`config.mk`:
```
export PLATFORM = sky130hd
export DESIGN_NAME = clk_freq_monitor
export DESIGN_NICKNAME = d
export VERILOG_FILES = /design/src/rtl/clk_freq_monitor.sv
export SDC_FILE = /design/constraint.sdc
export NUM_CORES = 1
export LEC_CHECK = 0
export CAP_MARGIN = 20
export CELL_PAD_IN_SITES_DETAIL_PLACEMENT = 2
export CELL_PAD_IN_SITES_GLOBAL_PLACEMENT = 2
export CORE_MARGIN = 2
export CORE_UTILIZATION = 34
export CTS_CLUSTER_DIAMETER = 40
export DETAILED_ROUTE_END_ITERATION = 6
export PLACE_DENSITY = 0.74
export REMOVE_ABC_BUFFERS = 1
export SYNTH_ARGS = -nofsm -noshare
export SYNTH_HDL_FRONTEND = slang
export SYNTH_SLANG_ARGS = --single-unit
export TNS_END_PERCENT = 10
```
`constraint.sdc`:
```
create_clock -name CLK -period 2.1 [get_ports CLK]
set_input_delay 0.42 -clock CLK [delete_from_list [all_inputs] [get_ports CLK]]
set_output_delay 0.42 -clock CLK [all_outputs]
set_load 0.05 [all_outputs]
```
`src/rtl/clk_freq_monitor.sv`:
```
// clk_freq_monitor
//   Measures the frequency of an asynchronous toggle from a PLL output by
//   counting its rising edges over a fixed gate window of CLK cycles. The
//   count is checked against an expected range. LOCKED asserts after
//   LOCK_WINDOWS consecutive in-range windows. LOSS is a sticky flag that
//   records lock being lost to an out-of-range window.
//
// Ports
//   CLK          reference clock
//   RST          synchronous, active-high reset
//   EN           monitor enable; low parks the monitor in IDLE
//   TICK_IN      asynchronous toggle, frequency < CLK/2
//   CLR_LOSS     one-cycle pulse that clears LOSS
//   COUNT        rising-edge count of the last completed window (saturating)
//   COUNT_VALID  one-cycle pulse when COUNT/IN_RANGE update
//   IN_RANGE     last window satisfied EXP_MIN <= COUNT <= EXP_MAX
//   LOCKED       LOCK_WINDOWS consecutive in-range windows seen
//   LOSS         sticky; set when LOCKED drops on an out-of-range window
//
// State     | meaning
// ----------+------------------------------------------------------------
// S_IDLE    | disabled; counters held cleared
// S_ACQUIRE | counting consecutive in-range windows toward lock
// S_LOCKED  | lock established; one out-of-range window drops it

module clk_freq_monitor #(
  parameter int GATE_CYCLES  = 1000,
  parameter int CNT_W        = 16,
  parameter int EXP_MIN      = 0,
  parameter int EXP_MAX      = 65535,
  parameter int LOCK_WINDOWS = 4
) (
  input  logic             CLK,
  input  logic             RST,
  input  logic             EN,
  input  logic             TICK_IN,
  input  logic             CLR_LOSS,
  output logic [CNT_W-1:0] COUNT,
  output logic             COUNT_VALID,
  output logic             IN_RANGE,
  output logic             LOCKED,
  output logic             LOSS
);

  localparam int WIN_W  = $clog2(GATE_CYCLES);
  localparam int GOOD_W = $clog2(LOCK_WINDOWS + 1);
  localparam logic [WIN_W-1:0]  WIN_LAST  = WIN_W'(GATE_CYCLES - 1);
  localparam logic [GOOD_W-1:0] GOOD_LOCK = GOOD_W'(LOCK_WINDOWS);
  localparam logic [CNT_W-1:0]  CNT_MAX   = '1;

  typedef enum logic [1:0] {
    S_IDLE    = 2'd0,
    S_ACQUIRE = 2'd1,
    S_LOCKED  = 2'd2
  } state_t;

  state_t            state_q, state_d;
  logic              tick_s1, tick_s2, tick_s3;
  logic              tick_rise;
  logic [WIN_W-1:0]  win_cnt;
  logic [CNT_W-1:0]  edge_cnt;
  logic [CNT_W-1:0]  edge_final;
  logic [GOOD_W-1:0] good_cnt, good_d, good_next;
  logic              window_done;
  logic              range_ok;
  logic              loss_event;
  longint            count_l;

  // tick_s1/tick_s2 form the synchronizer; tick_s3 is only for edge detect
  assign tick_rise   = tick_s2 & ~tick_s3;
  assign window_done = EN && (win_cnt == WIN_LAST);

  // An edge seen in the terminal cycle still belongs to this window
  assign edge_final = (tick_rise && (edge_cnt != CNT_MAX)) ? edge_cnt + 1'b1 : edge_cnt;

  // Signed 64-bit compare keeps the range check meaningful for any bounds
  assign count_l   = longint'(edge_final);
  assign range_ok  = (count_l >= longint'(EXP_MIN)) && (count_l <= longint'(EXP_MAX));
  assign good_next = good_cnt + 1'b1;

  assign LOCKED = (state_q == S_LOCKED);

  always_comb begin
    state_d    = state_q;
    good_d     = good_cnt;
    loss_event = 1'b0;
    if (!EN) begin
      state_d = S_IDLE;
      good_d  = '0;
    end else begin
      case (state_q)
        S_IDLE: begin
          state_d = S_ACQUIRE;
          good_d  = '0;
        end
        S_ACQUIRE: begin
          if (window_done) begin
            if (!range_ok) begin
              good_d = '0;
            end else if (good_next == GOOD_LOCK) begin
              state_d = S_LOCKED;
              good_d  = '0;
            end else begin
              good_d = good_next;
            end
          end
        end
        S_LOCKED: begin
          if (window_done && !range_ok) begin
            state_d    = S_ACQUIRE;
            good_d     = '0;
            loss_event = 1'b1;
          end
        end
        default: begin
          state_d = S_IDLE;
          good_d  = '0;
        end
      endcase
    end
  end

  always_ff @(posedge CLK) begin
    if (RST) begin
      state_q     <= S_IDLE;
      good_cnt    <= '0;
      tick_s1     <= 1'b0;
      tick_s2     <= 1'b0;
      tick_s3     <= 1'b0;
      win_cnt     <= '0;
      edge_cnt    <= '0;
      COUNT       <= '0;
      COUNT_VALID <= 1'b0;
      IN_RANGE    <= 1'b0;
      LOSS        <= 1'b0;
    end else begin
      tick_s1     <= TICK_IN;
      tick_s2     <= tick_s1;
      tick_s3     <= tick_s2;
      state_q     <= state_d;
      good_cnt    <= good_d;
      COUNT_VALID <= window_done;

      if (!EN) begin
        win_cnt  <= '0;
        edge_cnt <= '0;
      end else if (window_done) begin
        win_cnt  <= '0;
        edge_cnt <= '0;
        COUNT    <= edge_final;
        IN_RANGE <= range_ok;
      end else begin
        win_cnt  <= win_cnt + 1'b1;
        edge_cnt <= edge_final;
      end

      // A loss in the same cycle as a clear request must not be lost
      if (loss_event) begin
        LOSS <= 1'b1;
      end else if (CLR_LOSS) begin
        LOSS <= 1'b0;
      end
    end
  end

endmodule

```
After elaboration in Yosys (flattened, before gate mapping)
Cells that the tools add are included.
{ "totals": {"ff_bits": 53, "in_bits": 5, "out_inout_bits": 20} }
{ "classes": {"addsub": 3, "order_cmp": 2, "n_eq_ne": 9, "muxes": 16, "bitwise": 3, "n_reduce_logical": 12} }
{ "op_table": {"columns": ["cell", "n"], "rows": [
  ["adder 16 x 1 -> 16 bit (second input constant)", 1],
  [">= comparator 16 x 1 -> 1 bit (second input constant)", 1],
  ["less-or-equal comparator 16 bit (second input constant)", 1],
  ["two-way mux 16 bit", 1],
  ["inequality test 16 bit (second input constant)", 1],
  ["two-way mux 3 bit", 4],
  ["adder 10 x 1 -> 10 bit (second input constant)", 1],
  ["== test 10 bit (second input constant)", 1],
  ["two-way mux 2 bit", 4],
  ["inequality test 2 bit (second input constant)", 3],
  ["case mux 2 bit (3 select lines)", 1],
  ["case mux 3 bit (2 select lines)", 1],
  ["two-way mux 1 bit", 5],
  ["logical AND 1 bit", 4],
  ["AND reduction 2 bit", 2],
  ["AND reduction 4 bit", 1],
  ["adder 3 x 1 -> 3 bit (second input constant)", 1],
  ["== test 3 bit (second input constant)", 1],
  ["OR reduction 3 bit", 1],
  ["== test 2 x 1 -> 1 bit (second input constant)", 1],
  ["== test 2 bit (second input constant)", 1],
  ["logical NOT 2 bit", 1],
  ["inequality test 2 x 1 -> 1 bit (second input constant)", 1],
  ["NOT 1 bit", 2],
  ["4 further kinds", 4]
]} }

Longest topological paths before layout
{ "depth": {"depth_word": 12, "ltp_mapped": 7, "ltp_nobuf": 5} }

Least setup slack after synthesis
No wires, ideal clock.
{ "synth_timing": {"path_kind": "reg2reg", "start": "register edge_cnt[1]", "end": "register COUNT[12]", "setup_time_ps": 91, "t_arrival_ps": 1685, "t_required_ps": 2009, "setup_slack_ps": 324, "path_stages_with_launch": 6, "path_buffers": 0, "path_cell_list": "dfxtp_1 -> ha_1 -> nand3_1 -> or3_4 -> or4_1 -> a311oi_1"} }
{ "synth_via": {"elab_chain_len": 3, "word_cells_on_any_way": 4, "cone_classes": "1 x add/sub; 1 x eq/ne; 1 x mux; 1 x reduce/logical"} }
{ "synth_lines": {"columns": ["item", "line_no", "text"], "rows": [
  ["start, declared", "61", "logic [CNT_W-1:0] edge_cnt;"],
  ["start signal, assigned", "154", "edge_cnt <= edge_final;"],
  ["parallel branches: the longest is 2 deep, another holds adder 16 x 1 -> 16 bit", null, null],
  ["two-way mux 16 bit (*)", "74", "assign edge_final = (tick_rise && (edge_cnt != CNT_MAX)) ? edge_cnt + 1'b1 : edge_cnt;"],
  ["end signal, assigned", "150", "COUNT <= edge_final;"],
  ["end, declared", "38", "output logic [CNT_W-1:0] COUNT,"]
]} }
Every way passes the cells marked *.
A chain may end at the register's enable or synchronous reset.

Worst setup path after layout
{ "layout_timing": {"start": "register edge_cnt[6]", "end": "register COUNT[9]"} }
The elaborated chain is that of the path after synthesis.

==> results.json <==
{
  "status": "finished, final reports clean",
  "worst-path-max-fanout": 5,
  "clk-insertion-delay-late_ns": 0.31,
  "clock_skew_ns": 0.00729,
  "final-max-slew-violation-count": 0,
  "syn_inst": 263,
  "io_buffers": 22,
  "p_per_area_nw_per_um2": 574,
  "via_per_inst": 5.47,
  "setup_violations": 0,
  "rr_worst_depth": 4,
  "endpoint_kind": "register",
  "antenna_found_initial": 0,
  "grt_pass1_vias": 2324,
  "ant_nets": 0,
  "worst_pin_slew_ns": 0.506,
  "synth_seq_cells": 52,
  "wire_per_inst_um": 17.7,
  "async_flop_share": 0,
  "period_share": 0.930,
  "drc": 0,
  "rsz0062_at_grt": "no",
  "finalCriticalPeriod_ns": 1.95,
  "yosysSeqAreaShare": 0.438,
  "post_cts_buffers": 0,
  "root_buffer": "clkbuf_8",
  "overflow": 0,
  "synthesis.area_um2": 2380,
  "post-route-util": 0.431,
  "synth.avg_cell_area_um2": 9.03,
  "die_h_um": 87.6,
  "drive_gt1_frac": 0.133,
  "htree_levels": 2,
  "place.gp.congestion": 0.793,
  "fin_setup_tns_ns": 0,
  "ff2ff_setup_slack_ns": 0.15,
  "path_clk_slew_ns": 0.09,
  "layout_commonest_cell": "dfxtp_1",
  "grt_max_degree": 22,
  "fmax_ghz": 0.512,
  "clk_path_buf_depth": 2,
  "grt_use_total": 0.197,
  "cts.sinks": 52,
  "tritoncts": "done",
  "crit_path_start_kind": "register",
  "crit_type": "register to register",
  "core-area_um2": 6790,
  "hold_viol": 0,
  "die_area_um2": 7670,
  "slew_headroom": 0.661,
  "place_hpwl_um": 5330,
  "synth_edf_count": 0,
  "startpoint": "edge_cnt[6]",
  "initial_core_util": 0.350,
  "dpl.cell_count": 389,
  "synth_flop_cell": "dfxtp_1",
  "dr.pass1.iters": 4,
  "most-common-layout-cells": "dfxtp_1 (51), nor2_1 (29), clkdlybuf4s50_1 (21)",
  "hold_class": "register to register",
  "drt_iter0_markers": 71,
  "reg2reg_to": "COUNT[9]",
  "cts_buffers": 5,
  "wl_um": 6990,
  "syn2layout_area_growth_pct": 23.4,
  "crit_end": "COUNT[9]",
  "cp.required_ns": 2.33,
  "dr_total_vias": 2167,
  "antenna_cells": 0,
  "die_w_um": 87.6,
  "hold_slack_ns": 0.456,
  "synth_warnings": 0,
  "irDropWorstVdd_mv": 0.351,
  "nFillCells": 766,
  "ctsHoldBuffers": 0,
  "io_pins": 25,
  "grt_pass1_wl_um": 11600,
  "ys_types": 53,
  "cp.arrival_ns": 2.18,
  "rr_startpoint": "edge_cnt[6]",
  "fin_cells": 396,
  "maxCapViolations": 0,
  "fin_nets": 309,
  "rows": 30,
  "p_leak_nw": 1.03
}
==> flip-flops by register name, indices dropped and copies added, names as in the netlist <==
name,flops
COUNT,16
COUNT_VALID,1
IN_RANGE,1
edge_cnt,16
good_cnt,3
state_q,2
tick_s1,1
tick_s2,1
tick_s3,1
win_cnt,10
==> metrics by stage <==
| stage | instance area, µm² | total power (W) | worst slack, ns |
|---|---|---|---|
| after floorplan | 2310 | 0.00104 | 0.0891 |
| after global placement | 2830 | 0.00108 | -0.0147 |
| after detailed placement | 2830 | 0.00109 | -0.0742 |
| after CTS | 2930 | 0.00171 | 0.105 |
| after global routing | 2930 | 0.00176 | 0.00543 |
| final | 2930 | 0.00168 | 0.148 |
==> how the worst min path moves through the flow <==
stage	from	cells after the start	slack (ns)	to
5_1_grt	tick_s1	1	0.48	tick_s2
3_5_place_dp	tick_s1	1	0.43	tick_s2
6_report	tick_s1	1	0.46	tick_s2
2_1_floorplan	tick_s1	1	0.41	tick_s2
4_1_cts	tick_s1	1	0.46	tick_s2
3_3_place_gp	tick_s1	1	0.42	tick_s2
==> power breakdown <==
group	switching (W)	internal [W]
clock	0.000327	0.000294
combinational	0.0000405	0.0000260
sequential	0.00000427	0.000991
total	0.000371	0.00131
==> kinds of logic (layout without fill, tap and decap cells) <==
kind of cell	after synthesis	count (layout)	share of synthesized area
AOI/OAI and AO/OA	59	59	0.181
xor gates and xnor gates	10	10	0.0369
adders and majority gates	4	4	0.0211
buffers and inverters	20	57	0.0384
DFF	52	52	0.438
muxes	2	2	0.00895
other	1	1	0.00158
and+or+nand+nor	115	115	0.274
==> Yosys cell counts (2+ instances only) <==
master     number  area [µm²]
nor3_1          6        30.0
nor2b_1         5        31.3
nand3_1        16        80.1
a311oi_2        2        30.0
or4_1          10        75.1
a311oi_1        4        35.0
buf_2           4        20.0
dfxtp_1        52        1040
clkbuf_1        5        18.8
buf_1           2        7.51
or3_1           6        37.5
and2_1          3        18.8
a21o_1          2        15.0
nand2b_1        4        25.0
o21ai_1         3        15.0
a21oi_1        13        65.1
o211ai_1        4        30.0
inv_1           6        22.5
nor2_1         29         109
o2111ai_1       3        26.3
ha_1            4        50.1
o31ai_1         8        60.1
nand2_1         9        33.8
xnor2_1         6        52.6
o211a_1         2        20.0
nand4_1         9        56.3
xor2_1          4        35.0
and4_1          3        26.3
a31oi_1         4        25.0
o21ai_0         6        30.0
and3_1          6        37.5
nand4_2         2        25.0
==> cell type report <==
cell class | instances | area (µm²) | area share
multi-input cells | 191 | 1250 | 0.425
flip-flops and latches | 52 | 1040 | 0.356
repair buffers | 43 | 400 | 0.137
well taps | 96 | 120 | 0.0410
clock buffers | 7 | 96.3 | 0.0329
inverters | 7 | 26.3 | 0.00896
==> metal layers <==
layer / vias up / part of all wire / GRT usage
li1: 1058 / - / -
met1: 1078 / 0.45 / 0.238
met2: 23 / 0.51 / 0.351
met3: 8 / 0.021 / 0.0330
met4: 0 / 0.018 / 0.0755
met5: - / 0 / 0
==> timing repair <==
item / 4_1_cts / 5_1_grt
endpoints found under the hold margin: 0 / 0
resized for setup: 0 / 2
setup endpoints to repair: 0 / 2
==> critical path, cell delays in order, from the launching register on <==
cell and delay (ns):
dfxtp_1 0.45, nand4_1 0.24, or4_1 0.55, or3_1 0.36, a311oi_2 0.27
No activity file was read; power rests on OpenSTA's default activity.
